$ cat src/rtl/jtag_pkg.sv
// jtag_pkg: shared TAP state encoding, command opcodes and sequencer states for the JTAG host
package jtag_pkg;
    // IEEE 1149.1 TAP controller state encoding
    localparam logic [3:0] TAP_EX2DR   = 4'h0;
    localparam logic [3:0] TAP_EX1DR   = 4'h1;
    localparam logic [3:0] TAP_SHDR    = 4'h2;
    localparam logic [3:0] TAP_PAUSEDR = 4'h3;
    localparam logic [3:0] TAP_SELIR   = 4'h4;
    localparam logic [3:0] TAP_UPDDR   = 4'h5;
    localparam logic [3:0] TAP_CAPDR   = 4'h6;
    localparam logic [3:0] TAP_SELDR   = 4'h7;
    localparam logic [3:0] TAP_EX2IR   = 4'h8;
    localparam logic [3:0] TAP_EX1IR   = 4'h9;
    localparam logic [3:0] TAP_SHIR    = 4'hA;
    localparam logic [3:0] TAP_PAUSEIR = 4'hB;
    localparam logic [3:0] TAP_RTI     = 4'hC;
    localparam logic [3:0] TAP_UPDIR   = 4'hD;
    localparam logic [3:0] TAP_CAPIR   = 4'hE;
    localparam logic [3:0] TAP_TLR     = 4'hF;

    typedef enum logic [1:0] {OP_RESET, OP_IDLE, OP_SHIFT_IR, OP_SHIFT_DR} op_t;

    typedef enum logic [2:0] {S_IDLE, S_PREFIX, S_WALK, S_SHIFT, S_EXIT, S_DONE} seq_t;
endpackage

$ cat src/rtl/jtag_tap_next.sv
// jtag_tap_next: combinational TAP controller next-state function
//   state     in  current TAP state
//   tms       in  TMS value sampled on the rising TCK edge
//   state_nxt out TAP state after that edge
module jtag_tap_next
    import jtag_pkg::*;
(
    input  logic [3:0] state,
    input  logic       tms,
    output logic [3:0] state_nxt
);
    always_comb begin
        case (state)
            TAP_TLR:     state_nxt = tms ? TAP_TLR   : TAP_RTI;
            TAP_RTI:     state_nxt = tms ? TAP_SELDR : TAP_RTI;
            TAP_SELDR:   state_nxt = tms ? TAP_SELIR : TAP_CAPDR;
            TAP_CAPDR:   state_nxt = tms ? TAP_EX1DR : TAP_SHDR;
            TAP_SHDR:    state_nxt = tms ? TAP_EX1DR : TAP_SHDR;
            TAP_EX1DR:   state_nxt = tms ? TAP_UPDDR : TAP_PAUSEDR;
            TAP_PAUSEDR: state_nxt = tms ? TAP_EX2DR : TAP_PAUSEDR;
            TAP_EX2DR:   state_nxt = tms ? TAP_UPDDR : TAP_SHDR;
            TAP_UPDDR:   state_nxt = tms ? TAP_SELDR : TAP_RTI;
            TAP_SELIR:   state_nxt = tms ? TAP_TLR   : TAP_CAPIR;
            TAP_CAPIR:   state_nxt = tms ? TAP_EX1IR : TAP_SHIR;
            TAP_SHIR:    state_nxt = tms ? TAP_EX1IR : TAP_SHIR;
            TAP_EX1IR:   state_nxt = tms ? TAP_UPDIR : TAP_PAUSEIR;
            TAP_PAUSEIR: state_nxt = tms ? TAP_EX2IR : TAP_PAUSEIR;
            TAP_EX2IR:   state_nxt = tms ? TAP_UPDIR : TAP_SHIR;
            default:     state_nxt = tms ? TAP_SELDR : TAP_RTI;
        endcase
    end
endmodule

$ cat src/rtl/jtag_host_shifter.sv
// jtag_host_shifter: JTAG initiator turning RESET/IDLE/SHIFT_IR/SHIFT_DR commands into TCK/TMS/TDI waveforms
//   clk, rst                 system clock, async active-high reset
//   cmd_valid/ready/op/len/data  command handshake (len clamped to MAX_LEN, data LSB first)
//   rsp_valid/rsp_data       one-cycle completion pulse with captured TDO
//   busy, tap_state          host busy flag and tracked target TAP state
//   tck, tms, tdi, tdo       board-level JTAG pins
module jtag_host_shifter
    import jtag_pkg::*;
#(
    parameter int CLK_DIV = 2,
    parameter int MAX_LEN = 32
) (
    input  logic               clk,
    input  logic               rst,
    input  logic               cmd_valid,
    output logic               cmd_ready,
    input  logic [1:0]         cmd_op,
    input  logic [5:0]         cmd_len,
    input  logic [MAX_LEN-1:0] cmd_data,
    output logic               rsp_valid,
    output logic [MAX_LEN-1:0] rsp_data,
    output logic               busy,
    output logic [3:0]         tap_state,
    output logic               tck,
    output logic               tms,
    output logic               tdi,
    input  logic               tdo
);
    localparam int IW = (MAX_LEN > 1) ? $clog2(MAX_LEN) : 1;
    localparam logic [5:0] ML = 6'(MAX_LEN);
    localparam logic [15:0] DIV_LAST = 16'(CLK_DIV - 1);

    seq_t st, st_n, st_0, follow;
    op_t op, op_c;
    logic [5:0] len, cnt, cnt_n, len_c;
    logic [MAX_LEN-1:0] data, cap;
    logic [15:0] div;
    logic [3:0] tap_nxt;
    logic last;

    // TCK count of the segment a sequencer state emits
    function automatic logic [5:0] seg_len(seq_t s, op_t o, logic [5:0] l);
        return s == S_PREFIX ? 6'd1 : s == S_EXIT ? 6'd2 : s == S_SHIFT ? l :
               o == OP_RESET ? 6'd6 : o == OP_IDLE ? l : o == OP_SHIFT_DR ? 6'd3 : 6'd4;
    endfunction

    // TMS for TCK number c of segment s
    function automatic logic tms_of(seq_t s, op_t o, logic [5:0] l, logic [5:0] c);
        return s == S_EXIT ? c == 6'd0 : s == S_SHIFT ? c == l - 6'd1 :
               s != S_WALK ? 1'b0 : o == OP_RESET ? c < 6'd5 :
               o == OP_SHIFT_DR ? c == 6'd0 : o == OP_SHIFT_IR ? c < 6'd2 : 1'b0;
    endfunction

    jtag_tap_next u_tap (.state(tap_state), .tms(tms), .state_nxt(tap_nxt));

    assign busy   = ~cmd_ready;
    assign op_c   = op_t'(cmd_op);
    assign len_c  = cmd_len > ML ? ML : cmd_len;
    // zero-length IDLE/SHIFT emit no TCKs at all; a TLR start needs one TMS=0 clock to reach RTI
    assign st_0   = op_c == OP_RESET ? S_WALK : len_c == 6'd0 ? S_DONE :
                    tap_state == TAP_TLR ? S_PREFIX : S_WALK;
    assign last   = cnt == seg_len(st, op, len) - 6'd1;
    assign follow = st == S_PREFIX ? S_WALK :
                    st == S_WALK ? ((op == OP_RESET || op == OP_IDLE) ? S_DONE : S_SHIFT) :
                    st == S_SHIFT ? S_EXIT : S_DONE;
    assign st_n   = last ? follow : st;
    assign cnt_n  = last ? 6'd0 : cnt + 6'd1;

    always_ff @(posedge clk or posedge rst) begin
        if (rst) begin
            st        <= S_IDLE;
            op        <= OP_RESET;
            len       <= '0;
            cnt       <= '0;
            data      <= '0;
            cap       <= '0;
            div       <= '0;
            tck       <= 1'b0;
            tms       <= 1'b1;
            tdi       <= 1'b0;
            cmd_ready <= 1'b1;
            rsp_valid <= 1'b0;
            rsp_data  <= '0;
            tap_state <= TAP_TLR;
        end else begin
            rsp_valid <= 1'b0;
            case (st)
                S_IDLE: if (cmd_valid) begin
                    op        <= op_c;
                    len       <= len_c;
                    data      <= cmd_data;
                    cap       <= '0;
                    cnt       <= '0;
                    div       <= '0;
                    cmd_ready <= 1'b0;
                    st        <= st_0;
                    tms       <= tms_of(st_0, op_c, len_c, 6'd0);
                    tdi       <= 1'b0;
                end
                S_DONE: begin
                    rsp_valid <= 1'b1;
                    rsp_data  <= cap;
                    cmd_ready <= 1'b1;
                    st        <= S_IDLE;
                end
                default: begin
                    div <= div == DIV_LAST ? 16'd0 : div + 16'd1;
                    if (div == DIV_LAST) begin
                        tck <= ~tck;
                        if (!tck) begin
                            tap_state <= tap_nxt;
                            if (st == S_SHIFT) cap[cnt[IW-1:0]] <= tdo;
                        end else begin
                            // falling edge: move to the next TCK and present its TMS/TDI
                            st  <= st_n;
                            cnt <= cnt_n;
                            tms <= tms_of(st_n, op, len, cnt_n);
                            tdi <= st_n == S_SHIFT ? data[cnt_n[IW-1:0]] : 1'b0;
                        end
                    end
                end
            endcase
        end
    end
endmodule

$ cat config.mk
export PLATFORM = sky130hd
export DESIGN_NAME = jtag_host_shifter
export DESIGN_NICKNAME = d
export VERILOG_FILES = /design/src/rtl/jtag_pkg.sv /design/src/rtl/jtag_tap_next.sv /design/src/rtl/jtag_host_shifter.sv
export SDC_FILE = /design/constraint.sdc
export NUM_CORES = 1
export LEC_CHECK = 0
export BUFFER_PORTS_ARGS = -buffer_cell sky130_fd_sc_hd__buf_2
export CAP_MARGIN = 20
export CORE_ASPECT_RATIO = 1.1
export CORE_MARGIN = 3
export CORE_UTILIZATION = 55
export DETAILED_ROUTE_END_ITERATION = 12
export GPL_ROUTABILITY_DRIVEN = 1
export PLACE_DENSITY = 0.76
export SLEW_MARGIN = 20
export SYNTH_ARGS = -nofsm -noshare
export SYNTH_HDL_FRONTEND = slang
export SYNTH_SLANG_ARGS = --single-unit
$ cat constraint.sdc
create_clock -name clk -period 5.2 [get_ports clk]
set_input_delay 0.52 -clock clk [delete_from_list [all_inputs] [get_ports clk]]
set_output_delay 0.52 -clock clk [all_outputs]
set_load 0.03 [all_outputs]
## Word-level counts from Yosys, hierarchy flattened

Cells that the tools add are included.

| operators by class | value |
|---|---|
| div/mod/pow operators | 0 |
| shift-type cells | 0 |
| multiplexer cells | 73 |
| equal/unequal tests | 33 |
| add/sub/neg operators | 5 |
| bitwise logic cells | 4 |
| $mul | 0 |
| $lt $le $gt $ge | 6 |
| reductions and logical operators | 26 |

Operators by type and width:

| kind | count |
|---|---|
| 32-bit two-way mux | 4 |
| 32-bit case mux with 2 select lines | 1 |
| 6-bit two-way mux | 10 |
| 4-bit case mux with 11 select lines | 1 |
| 3-bit two-way mux | 14 |
| 32-bit bitwise mux | 1 |
| 16-bit two-way mux | 2 |
| 16-bit case mux with 2 select lines | 1 |
| 4-bit == test, second input constant | 6 |
| 1-bit two-way mux | 24 |
| 6-bit logical NOT | 3 |
| 6-bit by 1-bit subtractor with 6-bit output, second input constant | 3 |
| 16-bit by 1-bit adder with 16-bit output, second input constant | 1 |
| 16-bit by 1-bit == test with 1-bit output, second input constant | 1 |
| 2-bit two-way mux | 7 |
| 3-bit by 2-bit == test with 1-bit output, second input constant | 4 |
| 3-bit == test, second input constant | 4 |
| 4-bit by 3-bit == test with 1-bit output, second input constant | 3 |
| 6-bit == test | 2 |
| 5-bit by 6-bit less-than comparator with 1-bit output, second input constant | 2 |
| 6-bit case mux with 2 select lines | 1 |
| 2-bit == test, second input constant | 4 |
| 4-bit by 2-bit == test with 1-bit output, second input constant | 2 |
| 2-bit AND reduction | 4 |
| other kinds (28) | 42 |

| storage, ports and cells | value |
|---|---|
| bits in read-only memories | 0 |
| bits in registers | 138 |
| input bits | 44 |
| latch bits | 0 |
| bits in writable memories | 0 |
| memories | 0 |
| word-level logic and storage cells | 161 |

## Logic depth before layout (Yosys ltp)

| depth | value |
|---|---|
| depth in word-level cells | 20 |
| gate-level depth with buffers | 14 |
| gate-level depth less buffers | 12 |

## By module

Synthesis repeated with hierarchy kept, for this count alone.

| unflattened totals | value |
|---|---|
| cell total of the unflattened synthesis | 771 |
| area total of the unflattened synthesis | 7200.7 um^2 |

Modules (own cells, without submodules):

| module | area an instance (um^2) | instances | cells an instance |
|---|---|---|---|
| jtag_host_shifter | 7098.1 | 1 | 754 |
| jtag_tap_next | 102.6 | 1 | 17 |

## Least setup slack after synthesis

No wires, ideal clock.

| path | value |
|---|---|
| path type | register to register |
| start | reg st[0] |
| end | reg tms |
| path buffers | 0 |
| period minus slack after synthesis | 3.251 ns |
| setup slack | 1.949 ns |
| data arrival time | 3.191 ns |
| stages on the path, launching flop included | 13 |
| setup time | 0.060 ns |
| cells stage by stage | dfrtp_1 > or3b_4 > o311a_1 > ha_1 > o21ai_1 > mux2i_1 > nand3_2 > a211oi_4 > a21oi_2 > mux2_4 > mux2_4 > a2111oi_4 > a211o_1 |

| on the way | value |
|---|---|
| longest elaborated chain between the ends | 17 |
| elaborated cells between the ends (all ways) | 37 |

Ends and longest elaborated chain:

| element | RTL line | RTL |
|---|---|---|
| from (decl) | jtag_host_shifter.sv:33 | `seq_t st, st_n, st_0, follow;` |
| from (signal assigned) | jtag_host_shifter.sv:96 | `st <= st_0;` |
| from (signal assigned) | jtag_host_shifter.sv:115 | `st <= st_n;` |
| 3-bit by 2-bit == test with 1-bit output | jtag_host_shifter.sv:43, jtag_host_shifter.sv:65 |  |
| 6-bit two-way mux (3 in series) | jtag_host_shifter.sv:43 | `return s == S_PREFIX ? 6'd1 : s == S_EXIT ? 6'd2 : s == S_SHIFT ? l :` |
| 6-bit by 1-bit subtractor with 6-bit output | jtag_host_shifter.sv:62 | `assign last = cnt == seg_len(st, op, len) - 6'd1;` |
| 6-bit == test | jtag_host_shifter.sv:62 |  |
| 6-bit two-way mux | jtag_host_shifter.sv:67 | `assign cnt_n = last ? 6'd0 : cnt + 6'd1;` |
| 6-bit by 2-bit less-than comparator with 1-bit output | jtag_host_shifter.sv:51 | `o == OP_SHIFT_DR ? c == 6'd0 : o == OP_SHIFT_IR ? c < 6'd2 : 1'b0;` |
| 1-bit two-way mux (2 in series) | jtag_host_shifter.sv:51 |  |
| 1-bit two-way mux (2 in series) | jtag_host_shifter.sv:50 | `s != S_WALK ? 1'b0 : o == OP_RESET ? c < 6'd5 :` |
| 1-bit two-way mux (2 in series) | jtag_host_shifter.sv:49 | `return s == S_EXIT ? c == 6'd0 : s == S_SHIFT ? c == l - 6'd1 :` |
| 1-bit two-way mux | jtag_host_shifter.sv:110 | `if (!tck) begin` |
| 1-bit two-way mux | jtag_host_shifter.sv:108 | `if (div == DIV_LAST) begin` |
| 1-bit case mux with 2 select lines | jtag_host_shifter.sv:87 | `case (st)` |
| to (signal assigned) | jtag_host_shifter.sv:97 | `tms <= tms_of(st_0, op_c, len_c, 6'd0);` |
| to (signal assigned) | jtag_host_shifter.sv:117 | `tms <= tms_of(st_n, op, len, cnt_n);` |
| to (decl) | jtag_host_shifter.sv:25 | `output logic tms,` |

Parallel ways exist; a longest one is shown, timed or not. The select of a mux whose other input is x is not followed.
A chain may end at the register's enable or synchronous reset.

## Worst setup path in the final report

| path | value |
|---|---|
| start | reg st[2] |
| end | reg tms |

Same word-level chain as after synthesis.

==> impl_metrics.yaml <==
floorplan:
  initial_core_util_pct: 56.8
  rows: 43
  design.portCount: 86
  core_area_mm2: 0.0128
  fp.dieH_um: 126
  die_w_um: 115
  dieArea_mm2: 0.0146
clocking:
  ctsResizeCount: 0
  post-cts-setup-buffers: 0
  clkLatencyLatePin_ps: 430
  clkSinkCount: 138
  cts_root_buf: "clkbuf_16"
  clk_pin_slew_ps: 70
  cts_tree: "yes"
  cts_buffers: 17
  cts_htree_levels: 4
  cts-hold-fix-buffers: 0
  clockBufferDepth: 2
worst_setup_path:
  end_kind: "flip-flop"
  critPathLaunchType: "flip-flop"
  ff2ff_path_depth: 12
  r2r-end: "tms$_DFFE_PP1P_"
  arrival_ps: 4350
  crit_required_ps: 5570
  worstPathMaxFanout: 20
  worst-setup-path-type: "reg2reg"
  r2r_setup_slack_ps: 1220
  reg2reg_from: "st[2]$_DFFE_PP0P_"
sta:
  fin_skew_ps: 10.5
  worstMarginPinSlew_ps: 951
  holdWs_ps: 275
  fmaxAchievable_ghz: 0.251
  slew_headroom_pct: 36.4
  setup_viol: 0
  finalMaxSlewViolations: 0
  totalNegativeSetupSlack_ps: 0
  hold_viol: 0
  fin_crit_sh_pct: 76.5
  rsz0062_at_grt: "no"
  finalCriticalPeriod_ps: 3980
logic_synthesis:
  synth_top_area_share_pct: 45.6
  avgSynthCellArea_um2: 9.99
  synth_top_cells_by_area: "dfrtp_1 (46%), mux2_2 (11%), o21ai_0 (7.9%)"
  ys_types: 70
  synth-async-reset-ratio_pct: 100
  ys.flop_type: "dfrtp_1"
  ys_warn_count: 0
  synth_nets: 777
  synth_cells: 725
  ys_seq_area_share_pct: 47.8
  synth-edff-count: 0
  syn_area_mm2: 0.00724
  synth_area_leader_cell: "dfrtp_1"
  synth_seq_cells: 138
placement:
  gp_congestion: 0.880
  place_hpwl_um: 11600
  io_buffers: 85
detailed_routing:
  drc: 0
  via_count: 5803
  vias_per_cell: 6.05
  drtPass1Iterations: 5
  wl_per_cell_um: 17.7
  ant_nets: 0
  routed_wl_um: 17000
  drtIter0Drc: 562
layout:
  fillCellCount: 1019
  nets: 841
  area_delta_synth_final_pct: 14.9
  num_antenna_cells: 0
  drive_above_1_share_pct: 27.9
global_route:
  overflow: 0
  antenna_found_initial: 1
  grt_max_degree: 72
  grt_pass1_vias: 5734
  grtUsageTotal_pct: 24.8
  grt_pass1_wl_um: 28800
power:
  power.density_mw_per_mm2: 504
  power_leakage_uw: 0.00394
  vdd_drop_max_uv: 294
  power_uw: 4190
flow_run:
  max_cap_violations: 0
outcome:
  status: "complete, no violations"
hold_path:
  holdCritPathClass: "in2async"
[cell usage after synthesis (5+ instances only)]
cell type / count
dfrtp_1: 132
o21ai_0: 115
nand2_1: 69
mux2_2: 68
a21oi_1: 49
nor2_1: 40
clkbuf_1: 36
nand3_1: 15
inv_1: 14
and3_1: 12
nand2b_1: 11
nor3_1: 10
ha_1: 8
nor2b_1: 8
o31ai_1: 8
xor2_1: 8
xnor2_1: 7
buf_1: 6
dfstp_2: 6
mux2i_1: 6
mux4_2: 5
[final cells by class]
class	instances	area, um^2	area share (%)
Sequential cell	138	3460	41.6
Clock buffer	20	447	5.37
Tap cell	157	196	2.36
Clock inverter	12	143	1.71
Multi-Input combinational cell	524	3540	42.5
Timing Repair Buffer	92	478	5.74
Inverter	16	62.6	0.752
[cell usage in the layout, fill, tap and decap left out, drive strengths merged, types with 6 or more instances in the layout]
| cell | instances |
|---|---|
| xnor2 | 7 |
| clkbuf | 20 |
| nor2 | 41 |
| dfrtp | 132 |
| mux2 | 70 |
| ha | 8 |
| o31ai | 8 |
| dfstp | 6 |
| and2 | 6 |
| inv | 17 |
| nand3 | 16 |
| nor2b | 8 |
| xor2 | 8 |
| and3 | 12 |
| nor3 | 10 |
| nand2b | 11 |
| o21ai | 117 |
| a21oi | 50 |
| buf | 92 |
| mux2i | 7 |
| nand2 | 69 |
[power breakdown]
part	total, uW	internal [uW]	switching [uW]	leakage (uW)
Combinational	1530	612	921	0.00181
Clock	1200	724	472	0.000274
Sequential	1470	1250	214	0.00186
[metrics by stage]
step | worst slack (ps) | cells | instance area (um^2) | utilization (%)
final | 1220 | 959 | 8320 | 65.3
after floorplan | 994 | 725 | 7240 | -
after global placement | 1400 | 927 | 7730 | 60.7
after detailed placement | 1280 | 927 | 7730 | 60.7
after CTS | 1250 | 959 | 8320 | 65.3
after global routing | 1010 | 959 | 8320 | 65.3
[metal layers]
metal | track usage (%) | share of wire (%) | vias up
met3 | 6.44 | 5.7 | 41
met2 | 40.3 | 50 | 191
met4 | 9.94 | 2.6 | 2
met5 | 0 | 0.041 | -
li1 | - | - | 2738
met1 | 31.5 | 42 | 2831
[worst max-delay path, cell delays in order (launching register included)]
cell	delay, ps
dfrtp_1	740
or3b_4	490
o311a_1	170
ha_1	210
o21ai_1	100
mux2i_1	290
nand3_2	130
a211oi_4	470
and2_4	310
o211ai_1	120
a221o_1	400
a2111oi_4	310
a211o_1	170
[worst max path at each step]
stage                           start            endpoint  slack [ps]  depth (start not counted)
global route        st[2]$_DFFE_PP0P_     tms$_DFFE_PP1P_        1010                         12
finish              st[2]$_DFFE_PP0P_     tms$_DFFE_PP1P_        1220                         12
floorplan                         rst  cap[0]$_DFFE_PP0P_         990                          1
CTS                 st[2]$_DFFE_PP0P_     tms$_DFFE_PP1P_        1250                         12
detailed placement  st[2]$_DFFE_PP0P_     tms$_DFFE_PP1P_        1280                         12
global placement    st[2]$_DFFE_PP0P_     tms$_DFFE_PP1P_        1400                         12
[sequential cells by signal (all words and copies together) (netlist names), 2 cells and up]
signal and count:
cap 32, cnt 6, data 32, div 16, len 6, op 2
rsp_data 32, st 3, tap_state 4
[kinds of logic (layout without fill, tap and decap cells)]
kind of cell,count (synthesis),count (layout),synth area share (%)
multiplexers,82,82,13.6
buffers and inverters,63,140,3.52
flip-flops,138,138,47.8
XOR/XNOR,15,15,1.81
adder cells (fa/ha/maj),8,8,1.38
AO/OA/AOI/OAI,217,217,17.9
AND/OR/NAND/NOR,202,202,14.0
Note: power is estimated with default switching activity, not from simulation.
